File: src/rtl/pug_vga_stream_out_if.sv
// Pixel stream handshake between the pixel generator (master) and the VGA output block (slave).
interface pug_vga_stream_out_if;
    logic [23:0] data;
    logic        startofpacket;
    logic        endofpacket;
    logic        empty;
    logic        valid;
    logic        ready;

    modport master (output data, output startofpacket, output endofpacket,
                    output empty, output valid, input ready);
    modport slave  (input data, input startofpacket, input endofpacket,
                    input empty, input valid, output ready);
endinterface

File: src/rtl/pug_vga_stream_out.sv
// Streams framed pixel data through a small FIFO onto VGA timing, locking each
// frame's startofpacket word to pixel (0,0) and flagging underflow/framing errors.
module pug_vga_stream_out #(
    parameter int H_ACTIVE   = 640,
    parameter int H_FP       = 16,
    parameter int H_SYNC     = 96,
    parameter int H_BP       = 48,
    parameter int V_ACTIVE   = 480,
    parameter int V_FP       = 10,
    parameter int V_SYNC     = 2,
    parameter int V_BP       = 33,
    parameter int FIFO_DEPTH = 8
) (
    input  logic                     clk,
    input  logic                     reset,
    pug_vga_stream_out_if.slave      stream,
    output logic [7:0]               vga_r,
    output logic [7:0]               vga_g,
    output logic [7:0]               vga_b,
    output logic                     vga_hs,
    output logic                     vga_vs,
    output logic                     vga_blank_n,
    output logic                     vga_sync_n,
    output logic                     vga_clk,
    output logic                     underflow,
    output logic                     sync_error
);
    localparam int H_TOTAL = H_ACTIVE + H_FP + H_SYNC + H_BP;
    localparam int V_TOTAL = V_ACTIVE + V_FP + V_SYNC + V_BP;
    localparam int HW      = $clog2(H_TOTAL);
    localparam int VW      = $clog2(V_TOTAL);
    localparam int AW      = $clog2(FIFO_DEPTH);

    localparam logic [HW-1:0] H_LAST     = HW'(H_TOTAL - 1);
    localparam logic [HW-1:0] H_ACT      = HW'(H_ACTIVE);
    localparam logic [HW-1:0] H_ACT_LAST = HW'(H_ACTIVE - 1);
    localparam logic [HW-1:0] HS_BEG     = HW'(H_ACTIVE + H_FP);
    localparam logic [HW-1:0] HS_END     = HW'(H_ACTIVE + H_FP + H_SYNC);
    localparam logic [VW-1:0] V_LAST     = VW'(V_TOTAL - 1);
    localparam logic [VW-1:0] V_ACT      = VW'(V_ACTIVE);
    localparam logic [VW-1:0] V_ACT_LAST = VW'(V_ACTIVE - 1);
    localparam logic [VW-1:0] VS_BEG     = VW'(V_ACTIVE + V_FP);
    localparam logic [VW-1:0] VS_END     = VW'(V_ACTIVE + V_FP + V_SYNC);
    localparam logic [AW:0]   FULL_CNT   = (AW + 1)'(FIFO_DEPTH);

    localparam logic [0:0] ST_SYNC = 1'b0;
    localparam logic [0:0] ST_RUN  = 1'b1;

    logic            pix_en_r;
    logic [HW-1:0]   h_cnt_r;
    logic [VW-1:0]   v_cnt_r;
    logic [0:0]      state_r;
    logic [25:0]     mem_r [FIFO_DEPTH];
    logic [AW-1:0]   wr_ptr_r;
    logic [AW-1:0]   rd_ptr_r;
    logic [AW:0]     count_r;
    logic [23:0]     rgb_r;
    logic            hs_r;
    logic            vs_r;
    logic            blank_n_r;
    logic            underflow_r;
    logic            sync_error_r;

    logic            ready_s;
    logic            push_s;
    logic            empty_s;
    logic            full_s;
    logic [25:0]     head_s;
    logic            head_sop_s;
    logic            head_eop_s;
    logic            active_s;
    logic            origin_s;
    logic            last_px_s;
    logic            run_px_s;
    logic            pop_s;
    logic [0:0]      state_nxt_s;
    logic [23:0]     rgb_nxt_s;
    logic            set_uf_s;
    logic            set_se_s;
    logic            unused_s;

    assign unused_s    = stream.empty;
    assign empty_s     = (count_r == {(AW + 1){1'b0}});
    assign full_s      = (count_r == FULL_CNT);
    assign ready_s     = !full_s && !reset;
    assign stream.ready = ready_s;
    assign push_s      = stream.valid && ready_s;
    assign head_s      = mem_r[rd_ptr_r];
    assign head_sop_s  = head_s[25];
    assign head_eop_s  = head_s[24];
    assign active_s    = (h_cnt_r < H_ACT) && (v_cnt_r < V_ACT);
    assign origin_s    = (h_cnt_r == {HW{1'b0}}) && (v_cnt_r == {VW{1'b0}});
    assign last_px_s   = (h_cnt_r == H_ACT_LAST) && (v_cnt_r == V_ACT_LAST);

    // An active pixel is consumed from the stream when running, or when locking onto a SOP at (0,0).
    assign run_px_s = pix_en_r && active_s &&
                      ((state_r == ST_RUN) || (origin_s && !empty_s && head_sop_s));

    // Pixel decision: pop/discard, next colour, next state and error flag sets.
    always_comb begin
        pop_s       = 1'b0;
        state_nxt_s = state_r;
        rgb_nxt_s   = 24'h000000;
        set_uf_s    = 1'b0;
        set_se_s    = 1'b0;
        if (run_px_s) begin
            if (empty_s) begin
                set_uf_s    = 1'b1;
                state_nxt_s = ST_SYNC;
            end else if (head_sop_s && !origin_s) begin
                // Early SOP is kept at the head so the next frame can lock onto it.
                set_se_s    = 1'b1;
                state_nxt_s = ST_SYNC;
            end else begin
                pop_s       = 1'b1;
                rgb_nxt_s   = head_s[23:0];
                if (head_eop_s != last_px_s) begin
                    set_se_s    = 1'b1;
                    state_nxt_s = ST_SYNC;
                end else begin
                    state_nxt_s = ST_RUN;
                end
            end
        end else if ((state_r == ST_SYNC) && !empty_s && !head_sop_s) begin
            pop_s = 1'b1;
        end else begin
            pop_s = 1'b0;
        end
    end

    // Pixel enable and horizontal/vertical raster counters.
    always_ff @(posedge clk) begin
        if (reset) begin
            pix_en_r <= 1'b0;
            h_cnt_r  <= {HW{1'b0}};
            v_cnt_r  <= {VW{1'b0}};
        end else begin
            pix_en_r <= ~pix_en_r;
            if (pix_en_r) begin
                if (h_cnt_r == H_LAST) begin
                    h_cnt_r <= {HW{1'b0}};
                    if (v_cnt_r == V_LAST) begin
                        v_cnt_r <= {VW{1'b0}};
                    end else begin
                        v_cnt_r <= v_cnt_r + VW'(1);
                    end
                end else begin
                    h_cnt_r <= h_cnt_r + HW'(1);
                end
            end
        end
    end

    // FIFO storage; contents are invalidated by the pointer reset alone.
    always_ff @(posedge clk) begin
        if (push_s) begin
            mem_r[wr_ptr_r] <= {stream.startofpacket, stream.endofpacket, stream.data};
        end
    end

    // FIFO pointers and occupancy.
    always_ff @(posedge clk) begin
        if (reset) begin
            wr_ptr_r <= {AW{1'b0}};
            rd_ptr_r <= {AW{1'b0}};
            count_r  <= {(AW + 1){1'b0}};
        end else begin
            if (push_s) begin
                wr_ptr_r <= wr_ptr_r + AW'(1);
            end
            if (pop_s) begin
                rd_ptr_r <= rd_ptr_r + AW'(1);
            end
            case ({push_s, pop_s})
                2'b10:   count_r <= count_r + (AW + 1)'(1);
                2'b01:   count_r <= count_r - (AW + 1)'(1);
                default: count_r <= count_r;
            endcase
        end
    end

    // Frame-lock state, sticky flags and registered VGA outputs.
    always_ff @(posedge clk) begin
        if (reset) begin
            state_r      <= ST_SYNC;
            rgb_r        <= 24'h000000;
            hs_r         <= 1'b1;
            vs_r         <= 1'b1;
            blank_n_r    <= 1'b0;
            underflow_r  <= 1'b0;
            sync_error_r <= 1'b0;
        end else begin
            state_r <= state_nxt_s;
            if (set_uf_s) begin
                underflow_r <= 1'b1;
            end
            if (set_se_s) begin
                sync_error_r <= 1'b1;
            end
            if (pix_en_r) begin
                rgb_r     <= rgb_nxt_s;
                hs_r      <= !((h_cnt_r >= HS_BEG) && (h_cnt_r < HS_END));
                vs_r      <= !((v_cnt_r >= VS_BEG) && (v_cnt_r < VS_END));
                blank_n_r <= active_s;
            end
        end
    end

    assign vga_r       = rgb_r[23:16];
    assign vga_g       = rgb_r[15:8];
    assign vga_b       = rgb_r[7:0];
    assign vga_hs      = hs_r;
    assign vga_vs      = vs_r;
    assign vga_blank_n = blank_n_r;
    assign vga_sync_n  = 1'b0;
    assign vga_clk     = pix_en_r;
    assign underflow   = underflow_r;
    assign sync_error  = sync_error_r;
endmodule

File: src/flat_wrapper.sv
// flat-port wrapper written by rule: the top's interface ports become plain ports
module pug_vga_stream_out_flat 
#(
    parameter int H_ACTIVE   = 640,
    parameter int H_FP       = 16,
    parameter int H_SYNC     = 96,
    parameter int H_BP       = 48,
    parameter int V_ACTIVE   = 480,
    parameter int V_FP       = 10,
    parameter int V_SYNC     = 2,
    parameter int V_BP       = 33,
    parameter int FIFO_DEPTH = 8
)
  (clk, reset, vga_r, vga_g, vga_b, vga_hs, vga_vs, vga_blank_n, vga_sync_n, vga_clk, underflow, sync_error, stream_data, stream_startofpacket, stream_endofpacket, stream_empty, stream_valid, stream_ready);
  pug_vga_stream_out_if stream_i ();
  input  logic clk;
  input  logic reset;
  output logic [7:0] vga_r;
  output logic [7:0] vga_g;
  output logic [7:0] vga_b;
  output logic vga_hs;
  output logic vga_vs;
  output logic vga_blank_n;
  output logic vga_sync_n;
  output logic vga_clk;
  output logic underflow;
  output logic sync_error;
  input wire logic [$bits(stream_i.data)-1:0] stream_data;
  input wire logic [$bits(stream_i.startofpacket)-1:0] stream_startofpacket;
  input wire logic [$bits(stream_i.endofpacket)-1:0] stream_endofpacket;
  input wire logic [$bits(stream_i.empty)-1:0] stream_empty;
  input wire logic [$bits(stream_i.valid)-1:0] stream_valid;
  output wire logic [$bits(stream_i.ready)-1:0] stream_ready;
  assign stream_i.data = stream_data;
  assign stream_i.startofpacket = stream_startofpacket;
  assign stream_i.endofpacket = stream_endofpacket;
  assign stream_i.empty = stream_empty;
  assign stream_i.valid = stream_valid;
  assign stream_ready = stream_i.ready;
  pug_vga_stream_out #(.H_ACTIVE(H_ACTIVE), .H_FP(H_FP), .H_SYNC(H_SYNC), .H_BP(H_BP), .V_ACTIVE(V_ACTIVE), .V_FP(V_FP), .V_SYNC(V_SYNC), .V_BP(V_BP), .FIFO_DEPTH(FIFO_DEPTH)) u_core (.clk(clk), .reset(reset), .stream(stream_i), .vga_r(vga_r), .vga_g(vga_g), .vga_b(vga_b), .vga_hs(vga_hs), .vga_vs(vga_vs), .vga_blank_n(vga_blank_n), .vga_sync_n(vga_sync_n), .vga_clk(vga_clk), .underflow(underflow), .sync_error(sync_error));
endmodule
File: config.mk
export PLATFORM = sky130hd
export DESIGN_NAME = pug_vga_stream_out_flat
export DESIGN_NICKNAME = d
export VERILOG_FILES = /design/src/rtl/pug_vga_stream_out_if.sv /design/src/rtl/pug_vga_stream_out.sv /design/src/flat_wrapper.sv
export SDC_FILE = /design/constraint.sdc
export NUM_CORES = 1
export LEC_CHECK = 0
export CORE_MARGIN = 2
export CORE_UTILIZATION = 45
export DETAILED_ROUTE_END_ITERATION = 7
export GPL_ROUTABILITY_DRIVEN = 1
export PLACE_DENSITY = 0.68
export SYNTH_ARGS = -nofsm -noshare
export SYNTH_HDL_FRONTEND = slang
export SYNTH_SLANG_ARGS = --single-unit
export TNS_END_PERCENT = 1
File: constraint.sdc
create_clock -name clk -period 4.4 [get_ports clk]
set_clock_uncertainty 0.2 [all_clocks]
set_input_delay 0.88 -clock clk [delete_from_list [all_inputs] [get_ports clk]]
set_output_delay 0.88 -clock clk [all_outputs]
set_load 0.005 [all_outputs]
==> results by group, run 1 <==
Cells and area
  – Share of cells above drive strength 1: 0.176
  – Commonest non-fill, non-tap cells in the layout: 208 x edfxtp_1, 61 x dfxtp_1, 59 x clkdlybuf4s50_1, 52 x mux4_2, 41 x nand2_1
  – Finished Layout Cells: 1,028
  – NumNets Final: 734
  – Reg area: 7530 µm²
  – P&R area growth vs syn: 17.1%
  – Multi-input gate area: 2860 µm²
  – Diodes inserted: 0
  – Commonest non-fill, non-tap cell in the layout: edfxtp_1
  – Fill cells: 1,806

GRT
  – All-Layer GR Usage: 0.168
  – Number of global-route vias before repair: 5,806
  – Initial antenna violation count: 0
  – Overflow after GRT: 0
  – Global-route wire length before repair: 31,600 µm
  – Largest net degree at the start of global routing: 40

Placement
  – Post-place setup slack: 0.834 ns
  – GPL Wtd Cong: 0.796
  – Placed insts: 979
  – Port bufs: 59
  – Detailed Place HPWL: 11,500 µm

Hold path
  – Worst hold path startpoint: u_core.rgb_r[9]$_SDFFE_PP0P_
  – Hold Path Stages: 2
  – Worst Hold Class: flop to flop
  – Worst Hold End: u_core.rgb_r[9]$_SDFFE_PP0P_

Floorplan
  – Total Die Area: 24,600 µm²
  – FP Rows: 55
  – Io pins: 62
  – Core Footprint: 22,800 µm²
  – Die Y: 157 µm
  – Die W: 157 µm
  – Initial core utilization: 0.462

Power and ir drop
  – Leak: 3.91 nW
  – Power Dens Cells: 484 nW/µm²
  – Worst vdd ir: 0.382 mV

Timing
  – Max Clk Rate: 0.283 GHz
  – Period utilization: 0.803
  – Final worst path period need: 3.53 ns
  – Final setup TNS: 0 ns
  – Unrepaired setup endpoints after global routing: no
  – Final hold slack: 0.250 ns
  – Setup violators final: 0
  – Slew margin rel.: 0.383
  – Setup WS post-layout: 0.865 ns
  – Worst-margin pin slew: 0.916 ns
  – Final Hold Viols: 0
  – Max-slew violation count: 0

Run status
  – Status: completed

CTS
  – Worst skew pair latency: 0.55 ns
  – CTS tree: built
  – Bufs on Longest Clock Path: 3
  – # H-tree levels: 1
  – Post-CTS setup buffer count: 0
  – Num CTS Buffers: 27
  – Worst-path clk slew: 0.06 ns
  – Hold_buf cts: 0
  – CTS resizes: 0
  – Clock sink count: 272
  – Root Driver: clkbuf_16

Logic synthesis
  – Compound-gate portion of the synthesized area: 0.0301
  – Netlist cell types: 51
  – Sequential cell area fraction in the yosys report: 0.715
  – Net count after synthesis: 660
  – EDFF count, synth: 208
  – Post-synth ARST share: 0
  – Post-Synth XOR/XNOR Area: 0.0175
  – Synth Area in Simple Gates: 0.0682
  – Main synth FF type: edfxtp_1
  – Largest family of logic cells by synthesized area: multiplexers
  – Area share of fa/ha/maj cells after synthesis: 0.0107
  – Syn Inst Count: 621
  – Syn Area/Cell: 16.9 µm²
  – Netlist Area Pre-Place: 10,500 µm²
  – Flops & latches, synth: 272
  – Yosys Warn Count: 0
  – Multiplexer share of the synthesized area: 0.142

Critical path
  – CP required: 4.67 ns
  – CP Capture Type: flop
  – Critical path arrival: 3.80 ns
  – Critical path fanouts, max: 19
  – CP Launch Type: flop
  – R2r endpoint: u_core.count_r[3]$_SDFFE_PP0P_
  – R2r worst-path depth: 10
  – Reg2reg setup slack: 0.87 ns
  – Critical path class: flop to flop

Route
  – Via count: 5,604
  – DRC Markers: 0
  – Vias per cell: 5.45
  – DRT Pass-1 Iters: 4
  – Post-Route WL: 20,200 µm
  – Number of routed nets with antenna violations: 0
  – DR WL/cell: 19.7 µm
  – Iter 0 DRT Violations: 272

Run
  – Max Cap Violations: 0
stage by stage:
stage          power [mW]  area, µm²   util
2_1_floorplan        3.67      10500      -
3_3_place_gp         3.89      11500  0.505
3_5_place_dp         3.93      11500  0.505
4_1_cts              6.03      12300  0.541
5_1_grt              6.20      12300  0.541
6_report             5.96      12300  0.541
layout make-up:
class / count / area share
clock buffers: 37 / 0.0603
clock inverters: 12 / 0.00599
inverters: 7 / 0.00213
multi-input cells: 314 / 0.232
flip-flops and latches: 272 / 0.611
well taps: 313 / 0.0318
repair buffers: 73 / 0.0564
cell usage after synthesis, types with 2 or more instances:
master    number  area (µm²)
nor3_1         6        30.0
or2_2          2        12.5
nand2b_1       5        31.3
nand3_1        6        30.0
or3_1          3        18.8
buf_1          5        18.8
nor4bb_1       2        20.0
nand4b_1       4        35.0
nor4_1         7        43.8
xor2_1        15         131
xnor2_1        6        52.6
dfxtp_1       64        1280
o21ai_0       11        55.1
buf_2         11        55.1
clkbuf_1       9        33.8
mux4_2        52        1170
nor2b_1        3        18.8
o21ai_1       21         105
nand3b_1       3        22.5
nand2_1       41         154
mux2i_1       27         270
and3_1         4        25.0
mux2_1         2        22.5
buf_6          2        22.5
o21a_1         2        15.0
mux2_2         3        33.8
ha_1           9         113
nor2_1        40         150
a21oi_1        9        45.0
inv_1          7        26.3
edfxtp_1     208        6250
nand4_1       12        75.1
o22ai_1        2        12.5
kinds of logic after synthesis:
group                      after synthesis
DFF                                    272
and+or+nand+nor                        144
muxes                                   84
AOI/OAI and AO/OA                       55
buffers and inverters                   35
xor gates and xnor gates                21
adders and majority gates                9
other                                    1
where the power goes:
group	internal, mW	total [mW]	switching, mW	leakage (nW)
Combinational	0.476	0.892	0.416	1.10
Sequential	2.86	2.96	0.0959	2.40
Clock	1.18	2.11	0.925	0.405
critical path, stage by stage (launching register included):
cell,delay (ns)
dfxtp_4,0.59
mux4_2,0.55
mux2_2,0.32
a21o_1,0.19
a21oi_2,0.29
ha_1,0.32
nor4bb_1,0.31
a21oi_1,0.07
o21a_1,0.19
or3_1,0.30
a21oi_1,0.14
how the worst max path moves through the flow:
stage                from                             end  slack, ns  depth (start not counted)
floorplan           reset    u_core.mem_r[0][0]$_DFFE_PP_       0.29                          4
global placement     flop  u_core.count_r[3]$_SDFFE_PP0P_       0.91                         10
detailed placement   flop  u_core.count_r[2]$_SDFFE_PP0P_       0.83                         11
CTS                  flop  u_core.count_r[3]$_SDFFE_PP0P_       0.81                         10
global route         flop  u_core.count_r[3]$_SDFFE_PP0P_       0.58                         10
finish               flop  u_core.count_r[3]$_SDFFE_PP0P_       0.87                         10
routing by layer:
layer / wire [µm] / track usage / vias to the layer above
met5: 0 / 0 / -
met4: 473 / 0.0481 / 0
met3: 950 / 0.0292 / 32
met2: 10200 / 0.293 / 147
met1: 8620 / 0.219 / 2854
li1: - / - / 2571
registers in the layout (all words and copies together) (netlist names), named ones only:
register	cells
u_core.vga_hs	1
u_core.sync_error	1
u_core.state_r	1
u_core.rgb_r	24
u_core.rd_ptr_r	3
u_core.vga_vs	1
u_core.underflow	1
u_core.v_cnt_r	10
u_core.count_r	4
u_core.vga_blank_n	1
u_core.vga_clk	1
u_core.h_cnt_r	10
u_core.wr_ptr_r	3
u_core.mem_r	208
(Power assumes the default switching activity.)
==> run 2: changes to the inputs <==
==> constraint.sdc (replaced) <==
create_clock -name clk -period 3.63 [get_ports clk]
set_clock_uncertainty 0.2 [all_clocks]
set_input_delay 0.726 -clock clk [delete_from_list [all_inputs] [get_ports clk]]
set_output_delay 0.726 -clock clk [all_outputs]
set_load 0.005 [all_outputs]
==> run 2 against run 1 <==
Flip-flop and latch count stayed put. Sequential power up 20%. Design area is 1.7% higher. Worst setup slack worse by 0.45 ns. Worst hold slack worse by 0.00096 ns. Non-clock buffer count is 13 higher. Die area is the same. Total power is 27% higher. Global-route usage increased by 0.51 points. Clock-buffer cell count is 1 lower. Largest power group unchanged. Highest routed layer unchanged.
==> results by group, run 2 (synthesized netlist as in run 1, its figures left out) <==
Placement
  – Cell area after placement: 11,600 µm²
  – Port bufs: 59
  – GPL Wtd Cong: 0.812
  – Detailed Place HPWL: 12,600 µm
  – Placed insts: 992

CTS
  – CTS tree: built
  – Post-CTS setup buffer count: 0
  – Num CTS Buffers: 27
  – Root Driver: clkbuf_16
  – Hold_buf cts: 0
  – CTS resizes: 0
  – Worst-path clk slew: 0.06 ns
  – # H-tree levels: 1
  – Bufs on Longest Clock Path: 3
  – Clock sink count: 272
  – Worst skew pair latency: 0.54 ns

Route
  – DR WL/cell: 20.1 µm
  – Via count: 5,638
  – DRT Pass-1 Iters: 5
  – Iter 0 DRT Violations: 403
  – Number of routed nets with antenna violations: 0
  – Vias per cell: 5.41
  – Post-Route WL: 20,900 µm
  – DRC Markers: 0

Critical path
  – Critical path fanouts, max: 5
  – Crit-path cells: inv_1 > ha_1 > nor4b_1 > nand4_1 > or3_1 > a21oi_2 > ha_1 > xor2_1 > ha_1 > a21oi_1 > xor2_1 > or3_1 > a21oi_1
  – CP Buf/Inv Count: 1
  – Most used cell along the critical path: ha_1
  – Critical path class: flop to flop
  – Worst path slowest cell: or3_1
  – CP Launch Type: flop
  – Crit-path max cell delay: 0.39 ns
  – Delay-heaviest family, CP: simple AND/OR/NAND/NOR gates
  – CP Capture Type: flop
  – Critical path arrival: 3.48 ns
  – CP required: 3.90 ns

GRT
  – Number of global-route vias before repair: 5,887
  – Overflow after GRT: 0
  – Global-route wire length before repair: 32,400 µm
  – Initial antenna violation count: 1
  – Largest net degree at the start of global routing: 40
  – All-Layer GR Usage: 0.174

Timing
  – Final Hold Viols: 0
  – Slew margin rel.: 0.354
  – Final worst path period need: 3.21 ns
  – Setup violators final: 0
  – Period utilization: 0.885
  – Unrepaired setup endpoints after global routing: no
  – Max-slew violation count: 0
  – Max Clk Rate: 0.311 GHz
  – Worst-margin pin slew: 0.960 ns

Floorplan
  – Die W: 157 µm
  – Core Footprint: 22,800 µm²
  – FP Rows: 55
  – Initial core utilization: 0.462
  – Total Die Area: 24,600 µm²
  – Io pins: 62
  – Die Y: 157 µm

Run status
  – Status: completed

Cells and area
  – NumNets Final: 747
  – Commonest non-fill, non-tap cells in the layout: 208 x edfxtp_1, 61 x dfxtp_1, 59 x clkdlybuf4s50_1, 52 x mux4_2, 41 x nand2_1
  – Share of cells above drive strength 1: 0.193
  – Finished Cell Area: 12,500 µm²
  – Max reg flops: 208
  – Fill cells: 1,777
  – Finished Layout Cells: 1,043
  – P&R area growth vs syn: 19.1%
  – Biggest register: u_core.mem_r
  – Commonest non-fill, non-tap cell in the layout: edfxtp_1
  – Top Registers: u_core.mem_r: 208 flops, u_core.rgb_r: 24 flops

Power and ir drop
  – Switching power share of the total: 0.237
  – Leak: 4.02 nW
  – Internal power: 5.78 mW
  – Switching power: 1.79 mW
  – Power Dens Cells: 604 nW/µm²
  – Sequential Power Share: 0.468
  – Combinational power share: 0.154
  – Worst vdd ir: 0.379 mV
  – Clock Power Share: 0.377

Run
  – Max Cap Violations: 0

Hold path
  – Worst Hold Class: flop to flop
[run 2: power groups by stage]
stage	registers (mW)	logic [mW]	clock network [mW]
after floorplan	3.58	0.862	0
after global placement	3.60	1.16	0
after detailed placement	3.61	1.19	0
after CTS	3.55	1.19	2.91
after global routing	3.56	1.28	3.04
final	3.55	1.17	2.86
[run 2: final timing paths]
check	endpoint	cells after the start	slack [ns]	from
worst max-delay path	u_core.count_r[2]$_SDFFE_PP0P_	13	0.42	u_core.h_cnt_r[0]$_SDFFE_PP0P_
worst min-delay path	u_core.rgb_r[1]$_SDFFE_PP0P_	2	0.25	u_core.rgb_r[1]$_SDFFE_PP0P_
worst max register to register	u_core.count_r[2]$_SDFFE_PP0P_	13	0.42	u_core.h_cnt_r[0]$_SDFFE_PP0P_
worst min register to register	u_core.rgb_r[1]$_SDFFE_PP0P_	2	0.25	u_core.rgb_r[1]$_SDFFE_PP0P_
[run 2: area by class of cell]
type	count	area [µm²]	share of cell area
clock buffer	36	729	0.0582
tap	313	392	0.0312
timing repair buffer	86	793	0.0633
multi-input combinational	314	2870	0.229
clock inverter	14	191	0.0153
antenna	1	2.50	0.000200
inverter	7	26.3	0.00210
sequential	272	7530	0.601
[run 2: per-layer routing]
metal | wire length, µm | GRT usage | vias up
met2 | 10300 | 0.293 | 152
met1 | 9090 | 0.231 | 2838
li1 | - | - | 2601
met5 | 0 | 0 | -
met4 | 544 | 0.0533 | 0
met3 | 1020 | 0.0314 | 47
[run 2: per-stage QoR]
stage	setup slack (ns)	TNS (ns)	hold slack, ns	power (mW)	utilization
after floorplan	-0.0145	-0.377	0.243	4.45	-
after global placement	0.523	0	0.239	4.76	0.510
after detailed placement	0.428	0	0.243	4.80	0.510
after CTS	0.408	0	0.252	7.65	0.550
after global routing	0.154	0	0.283	7.88	0.550
final	0.417	0	0.249	7.57	0.550
[run 2: tightest hold or removal path: cells and delay by family (launching register included)]
| family | cells | cell delay [ns] |
|---|---|---|
| AO/OA/AOI/OAI | 1 | 0.05 |
| flip-flops | 1 | 0.31 |
| AND/OR/NAND/NOR | 1 | 0.05 |
==> run 3: changes to the inputs <==
--- a/config.mk
+++ b/config.mk
@@ -7,6 +7,7 @@
 export LEC_CHECK = 0
 export CORE_MARGIN = 2
 export CORE_UTILIZATION = 45
+export CTS_BUF_LIST = sky130_fd_sc_hd__clkbuf_2
 export DETAILED_ROUTE_END_ITERATION = 7
 export GPL_ROUTABILITY_DRIVEN = 1
 export PLACE_DENSITY = 0.68
==> run 3 against run 2 <==
Worst hold slack lost 0.054 ns. Combinational power about the same. Maximum frequency shrank 3.0%. Total power shrank 11%. Non-clock buffer count did not move. Clock-buffer cell count increased by 65. Clock power decreased by 29%. Utilization is 1.2 points lower. Cell count grew 7.4%. Critical path depth unchanged. First-iteration DRC count rose by 0.99%. Critical endpoint unchanged. Largest cell class unchanged. Largest power group unchanged.
==> results by group, run 3 (synthesized netlist as in run 1, its figures left out) <==
Route
  – DRC Markers: 0
  – DR WL/cell: 19.0 µm
  – Vias per cell: 5.31
  – Via count: 5,942
  – DRT Pass-1 Iters: 5
  – Iter 0 DRT Violations: 407
  – Number of routed nets with antenna violations: 0
  – Post-Route WL: 21,200 µm

Placement
  – GPL Wtd Cong: 0.812
  – Placed insts: 992
  – Port bufs: 59
  – Detailed Place HPWL: 12,600 µm

Critical path
  – Critical path class: flop to flop
  – CP Capture Type: flop
  – CP required: 4.09 ns
  – Crit-path max cell delay: 0.39 ns
  – Worst path slowest cell: or3_1
  – CP Launch Type: flop
  – Delay-heaviest family, CP: simple AND/OR/NAND/NOR gates
  – Critical path arrival: 3.77 ns
  – Most used cell along the critical path: ha_1
  – Crit-path cells: inv_1 > ha_1 > nor4b_1 > nand4_1 > or3_1 > a21oi_2 > ha_1 > xor2_1 > ha_1 > a21oi_1 > xor2_1 > or3_1 > a21oi_1
  – Critical path fanouts, max: 5
  – CP Buf/Inv Count: 1

Power and ir drop
  – Switching power share of the total: 0.274
  – Sequential Power Share: 0.525
  – Clock Power Share: 0.301
  – Combinational power share: 0.174
  – Switching power: 1.85 mW
  – Worst vdd ir: 0.258 mV
  – Internal power: 4.90 mW
  – Power Dens Cells: 550 nW/µm²
  – Leak: 4.05 nW

Cells and area
  – P&R area growth vs syn: 16.5%
  – Share of cells above drive strength 1: 0.262
  – NumNets Final: 790
  – Fill cells: 1,854
  – Biggest register: u_core.mem_r
  – Reg area: 7530 µm²
  – Finished Layout Cells: 1,120
  – Max reg flops: 208
  – Multi-input gate area: 2870 µm²
  – Commonest non-fill, non-tap cells in the layout: 208 x edfxtp_1, 101 x clkbuf_2, 61 x dfxtp_1, 59 x clkdlybuf4s50_1, 52 x mux4_2
  – Commonest non-fill, non-tap cell in the layout: edfxtp_1
  – Top Registers: u_core.mem_r: 208 flops, u_core.rgb_r: 24 flops
  – Final core occ: 0.538

Floorplan
  – Total Die Area: 24,600 µm²
  – Die Y: 157 µm
  – Core Footprint: 22,800 µm²
  – Die W: 157 µm
  – Initial core utilization: 0.462
  – Io pins: 62
  – FP Rows: 55

Timing
  – Slew margin rel.: 0.364
  – Unrepaired setup endpoints after global routing: no
  – Final worst path period need: 3.31 ns
  – Final setup TNS: 0 ns
  – Setup violators final: 0
  – Max Clk Rate: 0.302 GHz
  – Period utilization: 0.913
  – Final Hold Viols: 0
  – Worst-margin pin slew: 0.945 ns
  – Max-slew violation count: 0

CTS
  – Worst skew pair latency: 0.82 ns
  – CTS tree: built
  – Num CTS Buffers: 70
  – Bufs on Longest Clock Path: 3
  – Hold_buf cts: 0
  – CTS resizes: 0
  – Worst-path clk slew: 0.09 ns
  – # H-tree levels: 3
  – Post-CTS setup buffer count: 0
  – Clock sink count: 272
  – Root Driver: clkbuf_2

Run
  – Max Cap Violations: 0

Run status
  – Status: completed

Hold path
  – Worst Hold Class: flop to flop

GRT
  – Overflow after GRT: 0
  – Number of global-route vias before repair: 6,198
  – All-Layer GR Usage: 0.179
  – Initial antenna violation count: 3
  – Global-route wire length before repair: 32,900 µm
  – Largest net degree at the start of global routing: 40
==> run 3: cell count changes in the layout (fill, tap and decap cells not counted), moves of 3 or more <==
cell       change
bufinv_16      -3
clkbuf_2     +101
clkbuf_16     -27
clkbuf_1       -7
clkinv_1      +12
==> run 3: worst paths after layout <==
check	endpoint	from	cells after the start	slack (ns)
setup / recovery	u_core.count_r[2]$_SDFFE_PP0P_	u_core.h_cnt_r[0]$_SDFFE_PP0P_	13	0.32
hold / removal	flop	u_core.rd_ptr_r[1]$_SDFFE_PP0N_	2	0.20
setup reg to reg	u_core.count_r[2]$_SDFFE_PP0P_	u_core.h_cnt_r[0]$_SDFFE_PP0P_	13	0.32
hold reg to reg	flop	u_core.rd_ptr_r[1]$_SDFFE_PP0N_	2	0.20
==> run 3: stage by stage <==
step / hold WS (ns) / power [mW] / setup slack [ns] / cell area (µm²)
3_3_place_gp: 0.239 / 4.76 / 0.523 / 11600
5_1_grt: 0.234 / 7.10 / 0.0570 / 12300
3_5_place_dp: 0.243 / 4.80 / 0.428 / 11600
2_1_floorplan: 0.243 / 4.45 / -0.0145 / 10500
4_1_cts: 0.200 / 6.85 / 0.308 / 12300
6_report: 0.195 / 6.74 / 0.316 / 12300
==> run 3: area by class of cell <==
type,instances,area share
tap,313,0.0319
clock buffer,101,0.0412
clock inverter,24,0.0112
sequential,272,0.614
multi-input combinational,314,0.234
timing repair buffer,86,0.0647
inverter,7,0.00214
antenna,3,0.000612
==> run 3: tightest hold or removal path: stages, from the launching register on <==
cell and delay [ns]:
dfxtp_1 0.32, nand2_1 0.05, mux2i_1 0.07
==> run 3: power groups by stage <==
stage	combinational [mW]	sequential [mW]	clock [mW]
final	1.17	3.54	2.03
after global routing	1.28	3.55	2.27
after CTS	1.19	3.54	2.11
after detailed placement	1.19	3.61	0
after global placement	1.16	3.60	0
after floorplan	0.862	3.58	0
==> run 3: metal layers <==
layer  GRT usage  part of all wire  wire (µm)  up-vias
met2       0.289              0.49      10400      188
met4      0.0891             0.028        595        0
met3      0.0419             0.052       1100       55
li1            -                 -          -     2737
met5           0                 0          0        -
met1       0.229              0.43       9190     2962
==> variant, RTL diff (config.mk and constraints of run 3) <==
`H_ACTIVE` is set to 640 in 2 places; all go to 320.
--- a/src/rtl/pug_vga_stream_out.sv
+++ b/src/rtl/pug_vga_stream_out.sv
@@ -2,5 +2,5 @@
 // frame's startofpacket word to pixel (0,0) and flagging underflow/framing errors.
 module pug_vga_stream_out #(
-    parameter int H_ACTIVE   = 640,
+    parameter int H_ACTIVE   = 320,
     parameter int H_FP       = 16,
     parameter int H_SYNC     = 96,
--- a/src/flat_wrapper.sv
+++ b/src/flat_wrapper.sv
@@ -2,5 +2,5 @@
 module pug_vga_stream_out_flat 
 #(
-    parameter int H_ACTIVE   = 640,
+    parameter int H_ACTIVE   = 320,
     parameter int H_FP       = 16,
     parameter int H_SYNC     = 96,
Function: no difference found for any inputs over 4 cycles, from zero or initial values and one cycle with reset high; that may be too few to reach the edited logic, so the function may still have changed.
==> variant against run 3 <==
- maximum frequency decreased by 1.7%
- setup slack got worse by 57 ps
- worst hold slack improved by 57 ps
- area after synthesis about the same
- final area decreased by 0.42%
- die area about the same
- total power decreased by 2.5%
- sequential cell count decreased by 1
- sequential share of layout area increased by 0.094 points
- routed wire length decreased by 0.29%
- highest routed layer unchanged
==> variant: results (changes against run 3) <==
stage;metric;value;unit;change
run_status;status;finished, final reports clean;;
synth;Synth Area in Compound Gates;3.271;%;+0.26 points
global_route;grt met2 use;31.45;%;+2.6 points
layout;Non-clk bufs;77;;-10%
global_route;vias in the first global route;6383;;+3.0%
route;initial DRC count;500;;+23%
power;Switching Fraction;26.79;%;-0.61 points
synth;adder-cell area share of the yosys netlist;1.071;%;about the same
setup_path;critical path arrival;3870;ps;+100 ps
placement;Detail Placement HPWL;12.15;mm;-3.7%
layout;sequential cell area share;61.53;%;+0.094 points
global_route;largest net degree at the start of global routing;50;;+25%
clock_network;worst skew pair latency;800;ps;-20 ps
layout;multi-input combinational area share;23.48;%;+0.098 points
layout;biggest regs;u_core.mem_r: 208 flops, u_core.rgb_r: 24 flops, u_core.v_cnt_r: 10 flops;;
global_route;GRT Util Overall;18.18;%;+0.27 points
global_route;initial antenna violation count;0;;-3
synth;Synth Net Count;658;;-0.30%
route;DR vias/cell;5.330;;+0.46%
layout;buffer share of cell area;6.251;%;-0.22 points
global_route;met1 global-route usage;22.05;%;-0.87 points
layout;share of layout cells above drive strength 1;26.48;%;+0.24 points
synth;post-synthesis mux area share;14.15;%;-0.076 points
placement;GP Congestion;0.7974;;-1.8%
layout;Multi-In Gates;310;;-1.3%
synth;share of the yosys chip area belonging to registers;71.37;%;-0.16 points
[variant: cell count changes after synthesis, sizes merged, moves of 4 or more]
| cell | change |
|---|---|
| nand3 | +7 |
| buf | -6 |
| clkbuf | +6 |
| nand2 | +5 |
| nor2 | -4 |
[variant: worst paths after layout]
check,endpoint,slack (ps),startpoint,cells after the start
worst max-delay path,u_core.count_r[2]$_SDFFE_PP0P_,260,u_core.v_cnt_r[0]$_SDFFE_PP0P_,13
worst min register to register,u_core.rgb_r[3]$_SDFFE_PP0P_,250,u_core.rgb_r[3]$_SDFFE_PP0P_,2
worst min-delay path,u_core.rgb_r[3]$_SDFFE_PP0P_,250,u_core.rgb_r[3]$_SDFFE_PP0P_,2
worst max register to register,u_core.count_r[2]$_SDFFE_PP0P_,260,u_core.v_cnt_r[0]$_SDFFE_PP0P_,13
[variant: worst max-delay path: stages, from the launching register on]
cell and delay, ps:
dfxtp_1 360, inv_1 100, ha_1 150, or4b_1 460, nor3_2 250, nand3_1 160
a21oi_2 310, ha_1 310, xor2_1 170, ha_1 170, a21oi_1 50, xor2_1 170
or3_1 320, a21oi_1 140
[variant: power by group through the flow]
stage	clock network [mW]	logic [mW]	registers, mW
after global placement	0	1.01	3.58
after floorplan	0	0.761	3.56
after CTS	2.11	1.05	3.52
after global routing	2.27	1.13	3.53
after detailed placement	0	1.05	3.59
final	2.02	1.03	3.52
[variant: stage by stage]
stage / setup slack [ps] / power [mW] / std cells
final: 259.4 / 6.574 / 1106
after global placement: 390.1 / 4.588 / 981
after floorplan: -227.3 / 4.321 / 619
after detailed placement: 292.2 / 4.635 / 981
after CTS: 276.2 / 6.676 / 1106
after global routing: 1.157 / 6.934 / 1106
